### config.mk
export PLATFORM = sky130hd
export DESIGN_NAME = autotest_multi_ctrl
export DESIGN_NICKNAME = d
export VERILOG_FILES = /design/src/rtl/autotest_multi_ctrl.sv
export SDC_FILE = /design/constraint.sdc
export NUM_CORES = 1
export LEC_CHECK = 0
export ABC_CLOCK_PERIOD_IN_PS = 4540
export CORE_ASPECT_RATIO = 2
export CORE_MARGIN = 2
export CORE_UTILIZATION = 57
export CTS_CLUSTER_SIZE = 12
export DETAILED_ROUTE_END_ITERATION = 8
export PLACE_DENSITY = 0.81
export SETUP_SLACK_MARGIN = 0.3
export SYNTH_ARGS = -nofsm -noshare
export SYNTH_HDL_FRONTEND = slang
export SYNTH_SLANG_ARGS = --single-unit
### constraint.sdc
create_clock -name clk -period 4.54 [get_ports clk]
set_input_delay 0.908 -clock clk [delete_from_list [all_inputs] [get_ports clk]]
set_output_delay 0.908 -clock clk [all_outputs]
set_load 0.005 [all_outputs]
### src/rtl/autotest_multi_ctrl.sv
// autotest_multi_ctrl: SD-driven multi-vector UUT test sequencer.
// Reads vector blocks via the SPI host, runs the UUT, writes result blocks.
module autotest_multi_ctrl #(
    parameter int          N_IN_BYTES  = 4,
    parameter int          N_OUT       = 2,
    parameter logic [31:0] TIMEOUT     = 32'h06E00000,
    parameter logic [31:0] CFG_BASE    = 32'h00100000,
    parameter logic [31:0] RES_BASE    = 32'h00200000,
    parameter logic [31:0] SIGNATURE   = 32'hAABBCCDD,
    parameter logic [15:0] MAX_VECTORS = 16'hFFFF
) (
    input  logic                    clk,
    input  logic                    rst,
    input  logic                    spi_busy,
    input  logic                    spi_err,
    input  logic [7:0]              spi_data_out,
    output logic [31:0]             spi_block_addr,
    output logic [7:0]              spi_data_in,
    output logic                    spi_rst,
    output logic                    spi_r_block,
    output logic                    spi_r_byte,
    output logic                    spi_w_block,
    output logic                    spi_w_byte,
    output logic                    uut_rst,
    output logic                    uut_start,
    output logic [8*N_IN_BYTES-1:0] uut_din,
    input  logic [8*N_OUT-1:0]      uut_dout,
    input  logic [N_OUT-1:0]        uut_valid,
    output logic                    busy,
    output logic                    done,
    output logic                    error,
    output logic [1:0]              err_code,
    output logic [15:0]             vectors_done
);

    localparam int RDN = 5 + N_IN_BYTES;
    localparam int RW = $clog2(RDN);
    localparam int HDR = 10 + N_IN_BYTES + N_OUT;
    localparam int HW = $clog2(HDR);
    localparam logic [9:0] RDN_W = 10'(RDN);
    localparam logic [9:0] HDR_W = 10'(HDR);

    typedef enum logic [4:0] {
        IDLE, SPI_RST, SPI_RST_W, RD_BLK, RD_BLK_W, RD_REQ, RD_W, CHECK,
        START, RUN, WR_BLK, WR_BLK_W, WR_REQ, WR_W, NEXT, DONE, ERROR
    } state_t;

    state_t             state, state_n;
    logic [9:0]         b;
    logic [7:0]         rd [RDN];
    logic [7:0]         j;
    logic [31:0]        timer;
    logic               tmo;
    logic [8*N_OUT-1:0] cap;
    logic [N_OUT-1:0]   got, got_n;
    logic [7:0]         hdr [HDR];
    logic [31:0]        sig;
    logic [7:0]         iter_eff;
    logic [9:0]         widx;
    logic [7:0]         wdat;
    logic               rd_st, wr_st;

    assign sig = {rd[0], rd[1], rd[2], rd[3]};
    assign iter_eff = (rd[4] == 8'h00) ? 8'd1 : rd[4];
    assign got_n = got | uut_valid;
    assign rd_st = state inside {RD_BLK, RD_BLK_W, RD_REQ, RD_W};
    assign wr_st = state inside {WR_BLK, WR_BLK_W, WR_REQ, WR_W};

    // Block byte 5 lands in the most significant stimulus byte.
    for (genvar i = 0; i < N_IN_BYTES; i++) begin : g_din
        assign uut_din[8*(N_IN_BYTES-1-i) +: 8] = rd[5+i];
    end

    always_comb begin
        for (int i = 0; i < HDR; i++) hdr[i] = 8'h00;
        for (int i = 0; i < 4; i++) hdr[i] = rd[i];
        hdr[4] = j;
        for (int i = 0; i < N_IN_BYTES; i++) hdr[5+i] = rd[5+i];
        hdr[5+N_IN_BYTES] = {6'b0, ~&got, tmo};
        hdr[6+N_IN_BYTES] = timer[31:24];
        hdr[7+N_IN_BYTES] = timer[23:16];
        hdr[8+N_IN_BYTES] = timer[15:8];
        hdr[9+N_IN_BYTES] = timer[7:0];
        for (int c = 0; c < N_OUT; c++) hdr[10+N_IN_BYTES+c] = cap[8*c +: 8];
    end

    assign widx = (state == WR_W) ? b + 10'd1 : b;
    assign wdat = (widx < HDR_W) ? hdr[widx[HW-1:0]] : 8'h00;

    always_comb begin
        state_n = state;
        case (state)
            IDLE:      state_n = SPI_RST;
            SPI_RST:   if (spi_busy) state_n = SPI_RST_W;
            SPI_RST_W: if (!spi_busy) state_n = RD_BLK;
            RD_BLK:    if (spi_busy) state_n = RD_BLK_W;
            RD_BLK_W:  if (!spi_busy) state_n = RD_REQ;
            RD_REQ:    if (spi_busy) state_n = RD_W;
            RD_W:      if (!spi_busy) state_n = (b == 10'd511) ? CHECK : RD_REQ;
            CHECK:     state_n = (sig != SIGNATURE || vectors_done == MAX_VECTORS)
                                 ? DONE : START;
            START:     state_n = RUN;
            RUN:       if (&got_n || timer == TIMEOUT - 32'd1) state_n = WR_BLK;
            WR_BLK:    if (spi_busy) state_n = WR_BLK_W;
            WR_BLK_W:  if (!spi_busy) state_n = WR_REQ;
            WR_REQ:    if (spi_busy) state_n = WR_W;
            WR_W:      if (!spi_busy) state_n = (b == 10'd511) ? NEXT : WR_REQ;
            NEXT:      state_n = ({1'b0, j} + 9'd1 < {1'b0, iter_eff}) ? START : SPI_RST;
            DONE:      state_n = DONE;
            ERROR:     state_n = ERROR;
            default:   state_n = IDLE;
        endcase
        if ((rd_st || wr_st) && spi_err) state_n = ERROR;
    end

    always_ff @(posedge clk) begin
        if (rst) begin
            state          <= IDLE;
            b              <= '0;
            for (int i = 0; i < RDN; i++) rd[i] <= 8'h00;
            j              <= '0;
            timer          <= '0;
            tmo            <= 1'b0;
            cap            <= '0;
            got            <= '0;
            spi_block_addr <= '0;
            spi_data_in    <= 8'hFF;
            spi_rst        <= 1'b0;
            spi_r_block    <= 1'b0;
            spi_r_byte     <= 1'b0;
            spi_w_block    <= 1'b0;
            spi_w_byte     <= 1'b0;
            uut_rst        <= 1'b1;
            uut_start      <= 1'b0;
            busy           <= 1'b0;
            done           <= 1'b0;
            error          <= 1'b0;
            err_code       <= 2'd0;
            vectors_done   <= '0;
        end else begin
            state <= state_n;
            if (state == RD_BLK || state == WR_BLK) b <= '0;
            if ((state == RD_W || state == WR_W) && !spi_busy) b <= b + 10'd1;
            if (state == RD_W && !spi_busy && b < RDN_W) rd[b[RW-1:0]] <= spi_data_out;
            if (state == START) begin
                timer <= '0;
                tmo   <= 1'b0;
                cap   <= '0;
                got   <= '0;
            end
            if (state == RUN) begin
                timer <= timer + 32'd1;
                got   <= got_n;
                for (int c = 0; c < N_OUT; c++)
                    if (uut_valid[c] && !got[c]) cap[8*c +: 8] <= uut_dout[8*c +: 8];
                if (state_n == WR_BLK) tmo <= ~&got_n;
            end
            if (state == NEXT) begin
                if (state_n == START) j <= j + 8'd1;
                else begin
                    j            <= '0;
                    vectors_done <= vectors_done + 16'd1;
                end
            end
            if (state_n == ERROR && state != ERROR) begin
                err_code <= rd_st ? 2'd1 : 2'd2;
                error    <= 1'b1;
            end
            if (state_n == DONE) done <= 1'b1;
            if (state_n == WR_REQ && state != WR_REQ) spi_data_in <= wdat;
            if (state_n inside {RD_BLK, RD_BLK_W, RD_REQ, RD_W})
                spi_block_addr <= CFG_BASE + {16'h0, vectors_done};
            if (state_n inside {WR_BLK, WR_BLK_W, WR_REQ, WR_W})
                spi_block_addr <= RES_BASE + {8'h0, vectors_done, 8'h0} + {24'h0, j};
            spi_rst     <= state_n == SPI_RST;
            spi_r_block <= state_n inside {RD_BLK, RD_BLK_W, RD_REQ, RD_W};
            spi_r_byte  <= state_n == RD_REQ;
            spi_w_block <= state_n inside {WR_BLK, WR_BLK_W, WR_REQ, WR_W};
            spi_w_byte  <= state_n == WR_REQ;
            uut_rst     <= !(state_n inside {START, RUN});
            uut_start   <= state_n == START;
            busy        <= !(state_n inside {IDLE, DONE, ERROR});
        end
    end

endmodule

# Word-level counts from Yosys, hierarchy flattened
# Memory sizes are Yosys's and may differ from the RTL's.
# Index checks and enable logic that the tools add are counted.
# word_totals
mem_bits_rw	72
inputBits	30
reg_bits	142
memories	1
elab_cells	156
# classes
n_reduce_logical	36
add_sub_neg	8
order_cmp	4
mux	48
eq_ne	35
bitwise	3
# mem_list
name	depth	width	read_ports	rd_clocked_by_memory_dff	wr	line_no	text
rd	9	8	9	0	9	50	logic [7:0] rd [RDN];
# ops
cell	n
2-to-1 mux 32 bit	4
one-hot mux 5 bit (17 select lines)	1
equality test 5 x 4 -> 1 bit, second input constant	15
2-to-1 mux 8 bit	8
2-to-1 mux 5 bit	12
equality test 5 x 3 -> 1 bit, second input constant	7
adder 32 x 1 -> 32 bit, second input constant	1
binary-select mux 8 bit (select 4 bit)	1
equality test 32 x 27 -> 1 bit, second input constant	1
2-to-1 mux 16 bit	2
!= test 32 bit, second input constant	1
2-to-1 mux 10 bit	3
adder 25 x 8 -> 26 bit	1
adder 22 x 24 -> 25 bit, first input constant	1
adder 21 x 16 -> 22 bit, first input constant	1
adder 16 x 1 -> 16 bit, second input constant	1
equality test 16 bit, second input constant	1
nonzero test 4 bit	4
equality test 5 x 2 -> 1 bit, second input constant	3
adder 10 x 1 -> 10 bit, second input constant	1
equality test 10 x 9 -> 1 bit, second input constant	1
equality test 5 x 1 -> 1 bit, second input constant	2
equality test 5 bit, second input constant	2
logical NOT 5 bit	2
23 further kinds	58

# Depth between registers and ports, before layout
# Gate-level depths: netlist of run 1.
# An unclocked memory read counts as a cell.
# depth
depth_word	11
ltp_mapped	15
depth_no_buf	13

# Worst setup path after synthesis of run 1
# No wires, ideal clock.
# synth_path
kind	register -> register
from	register j[0]
to	register spi_data_in[0]
path_slack_ns	0.992
path_buffers	0
period_less_slack_ns	3.548
required_ns	4.418
stages_incl_launch_ff	14
arrival_time_ns	3.426
setup_time_ns	0.122
path_cell_list	dfxtp_1 -> ha_1 -> and3_1 -> nand3_1 -> xnor2_1 -> ha_1 -> a21o_1 -> a221oi_1 -> and3b_1 -> a21o_1 -> nand4_1 -> or4_1 -> o21bai_1 -> a221o_1
# synth_via
elab_chain_len	7
word_cells_on_any_way	11
cone_classes	add/sub (1); order compare (1); eq/ne (1); mux (7); reduce/logical (1)
# synth_lines
item	line_no	text
from (decl)	51	logic [7:0] j;
from (signal assigned)	159	if (state_n == START) j <= j + 8'd1;
adder 8 x 1 -> 9 bit	108	NEXT: state_n = ({1'b0, j} + 9'd1 < {1'b0, iter_eff}) ? START : SPI_RST;
less-than comparator 9 x 8 -> 1 bit	108	
2-to-1 mux 4 bit	108	
one-hot mux 5 bit (17 select lines)	92	case (state)
2-to-1 mux 5 bit	113	if ((rd_st || wr_st) && spi_err) state_n = ERROR;
equality test 5 x 4 -> 1 bit	170	if (state_n == WR_REQ && state != WR_REQ) spi_data_in <= wdat;
logical AND 1 bit	170	
to (signal assigned)	170	
to (decl)	18	output logic [7:0] spi_data_in,
# Several ways; a longest one is shown, not always the timed one. The select of a mux whose other input is x is not followed.
# A chain may end at the register's enable or synchronous reset.

# Final worst setup path of run 1
# layout_path
from	register j[1]
to	register spi_data_in[1]
# Same word-level chain as after synthesis.

==> impl_metrics.py, run 1 <==
metrics = {
    "run_status": {
        "status": "completed",
    },
    "global_route": {
        "grt_usage_pct": 31.7,
        "antenna_found_initial": 1,
        "grt_pass1_wl_um": 49400,
        "overflow": 0,
        "grt_pass1_vias": 9253,
        "grt_max_degree": 58,
    },
    "yosys": {
        "netlist_instances": 1153,
        "netlist_area_mm2": 0.0109,
        "synth-seq-cells": 207,
        "synthTopCellsByArea": "dfxtp_1 (25%), edfxtp_1 (20%), mux4_2 (6.8%)",
        "synth_ff_type": "dfxtp_1",
        "synthDistinctLibCells": 68,
        "avgSynthCellArea_um2": 9.41,
        "yosys_warnings": 0,
        "synth-edff-count": 72,
        "synth_top_area_share_pct": 24.9,
        "synth_area_leader_cell": "dfxtp_1",
        "ys_seq_area_share_pct": 44.8,
        "async_reset_ff_share_pct": 0,
    },
    "cells_and_area": {
        "utilization_pct": 67.5,
        "diodes": 0,
        "nNetsFinal": 1268,
        "synthToLayoutAreaGrowth_pct": 16.6,
        "final_layout_size_suffix_gt1_share_pct": 8.93,
        "fin_cells": 1487,
    },
    "clock_network": {
        "clockBufferDepth": 3,
        "cts_htree_levels": 1,
        "worstSkewPairLatency_ns": 0.50,
        "numCtsBuffers": 21,
        "cts_tree": "yes",
        "clock-root-buffer": "clkbuf_16",
        "post_cts_buffers": 0,
        "clkTransAtPathRegs_ns": 0.06,
        "clock-sinks": 207,
    },
    "floorplanning": {
        "die_area_mm2": 0.0202,
        "die_w_um": 102,
        "core_mm2": 0.0187,
        "die_h_um": 199,
        "ios": 130,
        "initial_core_util_pct": 57.9,
        "row_count": 71,
    },
    "sta": {
        "slew_headroom_pct": 29.7,
        "fin_skew_ns": 0.0183,
        "worstMarginPinSlew_ns": 1.05,
        "hold_viol_final": 0,
        "rsz0062_at_grt": "no",
        "slew_viol_final": 0,
        "fmax_ghz": 0.249,
        "layout_min_cycle_time_ns": 4.02,
        "fin_crit_sh_pct": 88.5,
        "setup_viol": 0,
        "setup-tns-final_ns": 0,
    },
    "setup_path": {
        "path_max_fanout": 8,
        "rrSetupSlack_ns": 0.52,
        "startpoint": "j[1]",
        "end_kind": "flip-flop",
        "reg2reg_to": "spi_data_in[1]",
        "cpPeakStageDelay_ns": 0.55,
        "worstPathRequired_ns": 4.92,
        "reg2reg_from": "j[1]",
        "worst-setup-path-type": "flip-flop to flip-flop",
        "crit_arrival_ns": 4.39,
        "crit_slowest_cell": "or4_1",
        "crit_chain": "ha_1 > and3_1 > nand3_1 > xnor2_1 > ha_1 > a21o_1 > a221oi_2 > and3b_1 > a21o_1 > nand4_1 > or4_1 > o21bai_2 > a221o_1",
        "start_kind": "flip-flop",
        "worstRegToRegCells": 13,
    },
    "detailed_routing": {
        "vias_per_cell": 6.31,
        "firstDrtPassIters": 5,
        "vias": 9385,
        "wl_per_cell_um": 21.7,
        "drtIter0Drc": 667,
        "wirelength_um": 32300,
        "ant_nets": 0,
        "drc": 0,
    },
    "hold_path": {
        "hp-class": "flip-flop to flip-flop",
        "min-delay-start": "cap[4]",
        "holdPathStages": 2,
        "min_to": "cap[4]",
    },
    "place": {
        "io_buffers": 122,
        "place_hpwl_um": 23100,
        "dp.cells": 1454,
        "gp_congestion": 1.02,
    },
    "flow_run": {
        "maxCapViolCount": 0,
    },
    "pwr": {
        "powerDensity_mw_per_mm2": 304,
        "leakagePower_uw": 0.00465,
        "peakVddDrop_uv": 245,
    },
}
[logic make-up after synthesis]
| family | after synthesis | synth area share [%] |
|---|---|---|
| AOI/OAI and AO/OA | 237 | 13.7 |
| xor gates and xnor gates | 31 | 2.74 |
| adders and majority gates | 17 | 1.94 |
| buffers and inverters | 131 | 6.21 |
| DFF | 207 | 44.8 |
| muxes | 46 | 8.06 |
| other | 1 | 0.0345 |
| and+or+nand+nor | 483 | 22.5 |
[cell usage in the layout, fill, tap and decap left out, drive strengths merged, types with 13 or more instances in the layout]
cell,synthesis,final
nand2,96,96
xor2,19,19
edfxtp,72,72
a211oi,18,18
dfxtp,135,135
a31oi,21,21
inv,17,17
nor3,32,32
mux4,33,33
buf,54,32
o21ai,48,48
nand4,14,14
a21o,15,15
and3,59,59
clkbuf,59,32
and2,30,30
or3,13,13
ha,16,16
nand3,53,53
clkdlybuf4s50,0,121
nor2,122,122
a21oi,77,77
[cell usage after synthesis (3+ instances only)]
cell type / number
dfxtp_1: 135
nor2_1: 122
nand2_1: 95
a21oi_1: 77
edfxtp_1: 72
and3_1: 59
clkbuf_1: 59
nand3_1: 53
o21ai_0: 48
buf_4: 40
mux4_2: 33
nor3_1: 32
and2_1: 29
a31oi_1: 21
a211oi_1: 18
xor2_1: 18
inv_1: 17
ha_1: 16
a21o_1: 15
nand4_1: 14
or3_1: 13
mux2i_1: 12
a22oi_1: 11
o211ai_1: 11
xnor2_1: 11
nor4_1: 10
nor3b_1: 9
a221o_1: 8
buf_2: 8
nor2b_1: 8
or2_2: 8
nand2b_1: 6
o2bb2ai_1: 6
nand3b_1: 5
nand4b_1: 5
or4_1: 5
buf_1: 3
buf_6: 3
[per-layer routing]
metal  share of wire, %  vias to the layer above  track usage, %
met5              0.040                        -               0
met4                7.5                        2            21.5
met3                5.5                      136            4.76
met2                 54                      416            58.4
met1                 33                     4538            31.8
li1                   -                     4293               -
[flip-flops by register name (all words and copies together) (netlist names), 2 cells and up]
| signal | cells |
|---|---|
| b | 10 |
| cap | 16 |
| err_code | 2 |
| got | 2 |
| j | 8 |
| rd | 72 |
| spi_block_addr | 25 |
| spi_data_in | 8 |
| state | 5 |
| timer | 32 |
| vectors_done | 16 |
[how the worst max path moves through the flow]
stage | to | slack (ns)
CTS | spi_data_in[1] | 0.41
global route | spi_data_in[1] | 0.32
finish | spi_data_in[1] | 0.52
global placement | spi_data_in[2] | 0.54
detailed placement | spi_data_in[3] | 0.44
floorplan | spi_data_in[0] | 0.99
[worst max-delay path, delay by kind of cell (launching register included)]
family | cells | cell delay, ns
AND/OR/NAND/NOR | 5 | 1.23
adder cells (fa/ha/maj) | 2 | 0.59
XOR/XNOR | 1 | 0.25
AO/OA/AOI/OAI | 5 | 1.38
flip-flops | 1 | 0.44
[power breakdown]
part | total [uW] | internal (uW) | switching (uW)
combinational | 282 | 113 | 169
sequential | 1980 | 1950 | 30.3
clock | 1590 | 882 | 704
total | 3850 | 2940 | 903
[what timing repair did]
item                                    4_1_cts  5_1_grt
hold buffers                                  0        0
gates resized for setup                       0        2
endpoints found under the setup margin        0       10
[area by class of cell]
cell class              instances  area (um^2)
inverters                      18         67.6
clock buffers                  32          587
flip-flops and latches        207         4860
clock inverters                 1         5.00
multi-input cells             821         5370
fillers                      1485         6080
well taps                     255          319
repair buffers                153         1450
[per-stage QoR]
stage	instance area (um^2)	worst slack, ns	total power [uW]	hold slack (ns)
after floorplan	10900	0.992	2180	0.437
after global placement	12100	0.541	2290	0.454
after detailed placement	12100	0.444	2290	0.461
after CTS	12700	0.413	3850	0.469
after global routing	12700	0.319	3950	0.488
final	12700	0.521	3850	0.469
Power figures use the tool's default switching activity.
==> run 2, diff against run 1 <==
- ABC_CLOCK_PERIOD_IN_PS: 4540 -> unset
- CELL_PAD_IN_SITES_DETAIL_PLACEMENT: unset -> 1
- CELL_PAD_IN_SITES_GLOBAL_PLACEMENT: unset -> 2
- CORE_UTILIZATION: 57 -> 35
- PLACE_DENSITY: 0.81 -> unset
- PLACE_DENSITY_LB_ADDON: unset -> 0.1
==> run 2 against run 1 <==
Against the previous run: combinational power rose by 9.2%; critical path type unchanged; critical endpoint is now spi_data_in[4]; sequential power barely moved; die area rose by 61%; maximum frequency rose by 2.2%; design area rose by 2.6%; highest routed layer is now met4.
==> impl_metrics.py, run 2 (synthesis results as in run 1) <==
metrics = {
    "global_route": {
        "grt_usage_pct": 24.8,
        "grt_max_degree": 134,
        "antenna_found_initial": 0,
        "grt_pass1_vias": 9666,
        "grt_pass1_wl_um": 60600,
        "overflow": 0,
    },
    "sta": {
        "hold_viol_final": 0,
        "fin_crit_sh_pct": 86.6,
        "setup_viol": 0,
        "fmax_ghz": 0.254,
        "layout_min_cycle_time_ns": 3.93,
        "slew_viol_final": 0,
        "rsz0062_at_grt": "no",
        "hold-worst-slack_ns": 0.477,
        "slew_headroom_pct": 24.9,
        "setup_slack_ns": 0.607,
        "worstMarginPinSlew_ns": 1.12,
        "fin_skew_ns": 0.0269,
        "setup-tns-final_ns": 0,
    },
    "place": {
        "dp_slack_ns": 0.285,
        "io_buffers": 122,
        "place_hpwl_um": 30000,
        "gp_congestion": 0.869,
    },
    "flow_run": {
        "maxCapViolCount": 0,
    },
    "detailed_routing": {
        "drtIter0Drc": 368,
        "wl_per_cell_um": 24.7,
        "ant_nets": 0,
        "wirelength_um": 40000,
        "vias_per_cell": 5.59,
        "vias": 9050,
        "drc": 0,
        "firstDrtPassIters": 4,
    },
    "clock_network": {
        "cts_tree": "yes",
        "cts_htree_levels": 1,
        "clockBufferDepth": 3,
        "numCtsBuffers": 22,
        "clock-root-buffer": "clkbuf_16",
        "clkTransAtPathRegs_ns": 0.07,
        "post_cts_buffers": 0,
        "worstSkewPairLatency_ns": 0.55,
        "clock-sinks": 207,
        "hold_buffers": 0,
    },
    "floorplanning": {
        "die_area_mm2": 0.0325,
        "die_w_um": 129,
        "row_count": 91,
        "initial_core_util_pct": 35.3,
        "core_mm2": 0.0307,
        "ios": 130,
        "die_h_um": 253,
    },
    "pwr": {
        "powerDensity_mw_per_mm2": 313,
        "internal-power_uw": 3060,
        "pwr-share-seq_pct": 48.5,
        "pwr-share-clk_pct": 43.9,
        "sw_frac_of_total_pct": 24.6,
        "comb_power_share_pct": 7.6,
        "leakagePower_uw": 0.00475,
        "switchingPower_uw": 1000,
        "peakVddDrop_uv": 259,
    },
    "cells_and_area": {
        "nNetsFinal": 1278,
        "final_cell_mix": "dfxtp_1 (134), nor2_1 (121), clkdlybuf4s50_1 (121)",
        "final_layout_size_suffix_gt1_share_pct": 10.3,
        "largest_reg_flops": 72,
        "largest_register": "rd",
        "diodes": 0,
        "synthToLayoutAreaGrowth_pct": 19.7,
        "reg_top3": "rd: 72 flops, timer: 32 flops, spi_block_addr: 25 flops",
        "final_common_cell": "dfxtp_1",
    },
    "setup_path": {
        "cp.depth": 13,
        "start_kind": "flip-flop",
        "cpPeakStageDelay_ns": 0.54,
        "worst-setup-path-type": "flip-flop to flip-flop",
        "worstRegToRegCells": 13,
        "critPathTopFamily": "compound AO/OA/AOI/OAI gates",
        "crit_slowest_cell": "or4_1",
        "worstPathRequired_ns": 4.97,
        "crit_top_cell": "a21o_1",
        "path_max_fanout": 8,
        "crit_chain": "ha_2 > and3_1 > nand3_1 > xnor2_1 > ha_1 > a21o_1 > a221oi_2 > and3b_1 > a21o_1 > nand4_1 > or4_1 > o21bai_2 > a221o_1",
        "worst-path-buf-inv": 0,
        "end_kind": "flip-flop",
        "crit_arrival_ns": 4.36,
    },
    "run_status": {
        "status": "completed",
    },
    "hold_path": {
        "hp-class": "flip-flop to flip-flop",
        "holdPathStages": 2,
    },
}
-- run 2: worst reg2reg max path, cell delays in order (launching register included) --
cell      delay, ns
dfxtp_2        0.40
ha_2           0.25
and3_1         0.20
nand3_1        0.10
xnor2_1        0.25
ha_1           0.29
a21o_1         0.20
a221oi_2       0.32
and3b_1        0.27
a21o_1         0.18
nand4_1        0.09
or4_1          0.54
o21bai_2       0.35
a221o_1        0.39
-- run 2: cell type report --
| type | instances | area [um^2] |
|---|---|---|
| fillers | 3497 | 17700 |
| multi-input cells | 821 | 5380 |
| clock buffers | 35 | 621 |
| flip-flops and latches | 207 | 4870 |
| clock inverters | 4 | 56.3 |
| well taps | 372 | 465 |
| repair buffers | 162 | 1540 |
| inverters | 18 | 67.6 |
-- run 2: stage by stage --
step	instance area, um^2	utilization, %	std cells	total power [uW]
after detailed placement	12300	40.0	1580	2320
after global routing	13000	42.3	1619	4180
after CTS	13000	42.2	1619	4100
after global placement	12300	40.0	1580	2320
after floorplan	10900	-	1159	2180
final	13000	42.3	1619	4060
-- run 2: path summary, 6_finish.rpt --
check | start | end | slack [ns]
hold / removal | cap[12] | cap[12] | 0.48
hold reg to reg | cap[12] | cap[12] | 0.48
setup / recovery | j[1] | spi_data_in[4] | 0.61
setup reg to reg | j[1] | spi_data_in[4] | 0.61
-- run 2: repair_timing --
item | 4_1_cts | 5_1_grt
resized for setup | 1 | 3
endpoints found under the setup margin | 7 | 8
gates cloned | 0 | 0
-- run 2: power by group through the flow --
stage | registers [uW] | logic [uW] | clock network (uW)
after floorplan | 2000 | 174 | 0
after global placement | 2010 | 308 | 0
after global routing | 1970 | 332 | 1880
after CTS | 1970 | 312 | 1820
after detailed placement | 2010 | 311 | 0
final | 1970 | 308 | 1780
-- run 2: metal layers --
layer / share of wire [%] / wire length (um) / GRT usage [%]
met4: 3.0 / 1190 / 7.98
met5: 0 / 0 / 0
met3: 2.7 / 1090 / 2.32
met2: 60 / 24200 / 52.2
met1: 34 / 13600 / 24.3
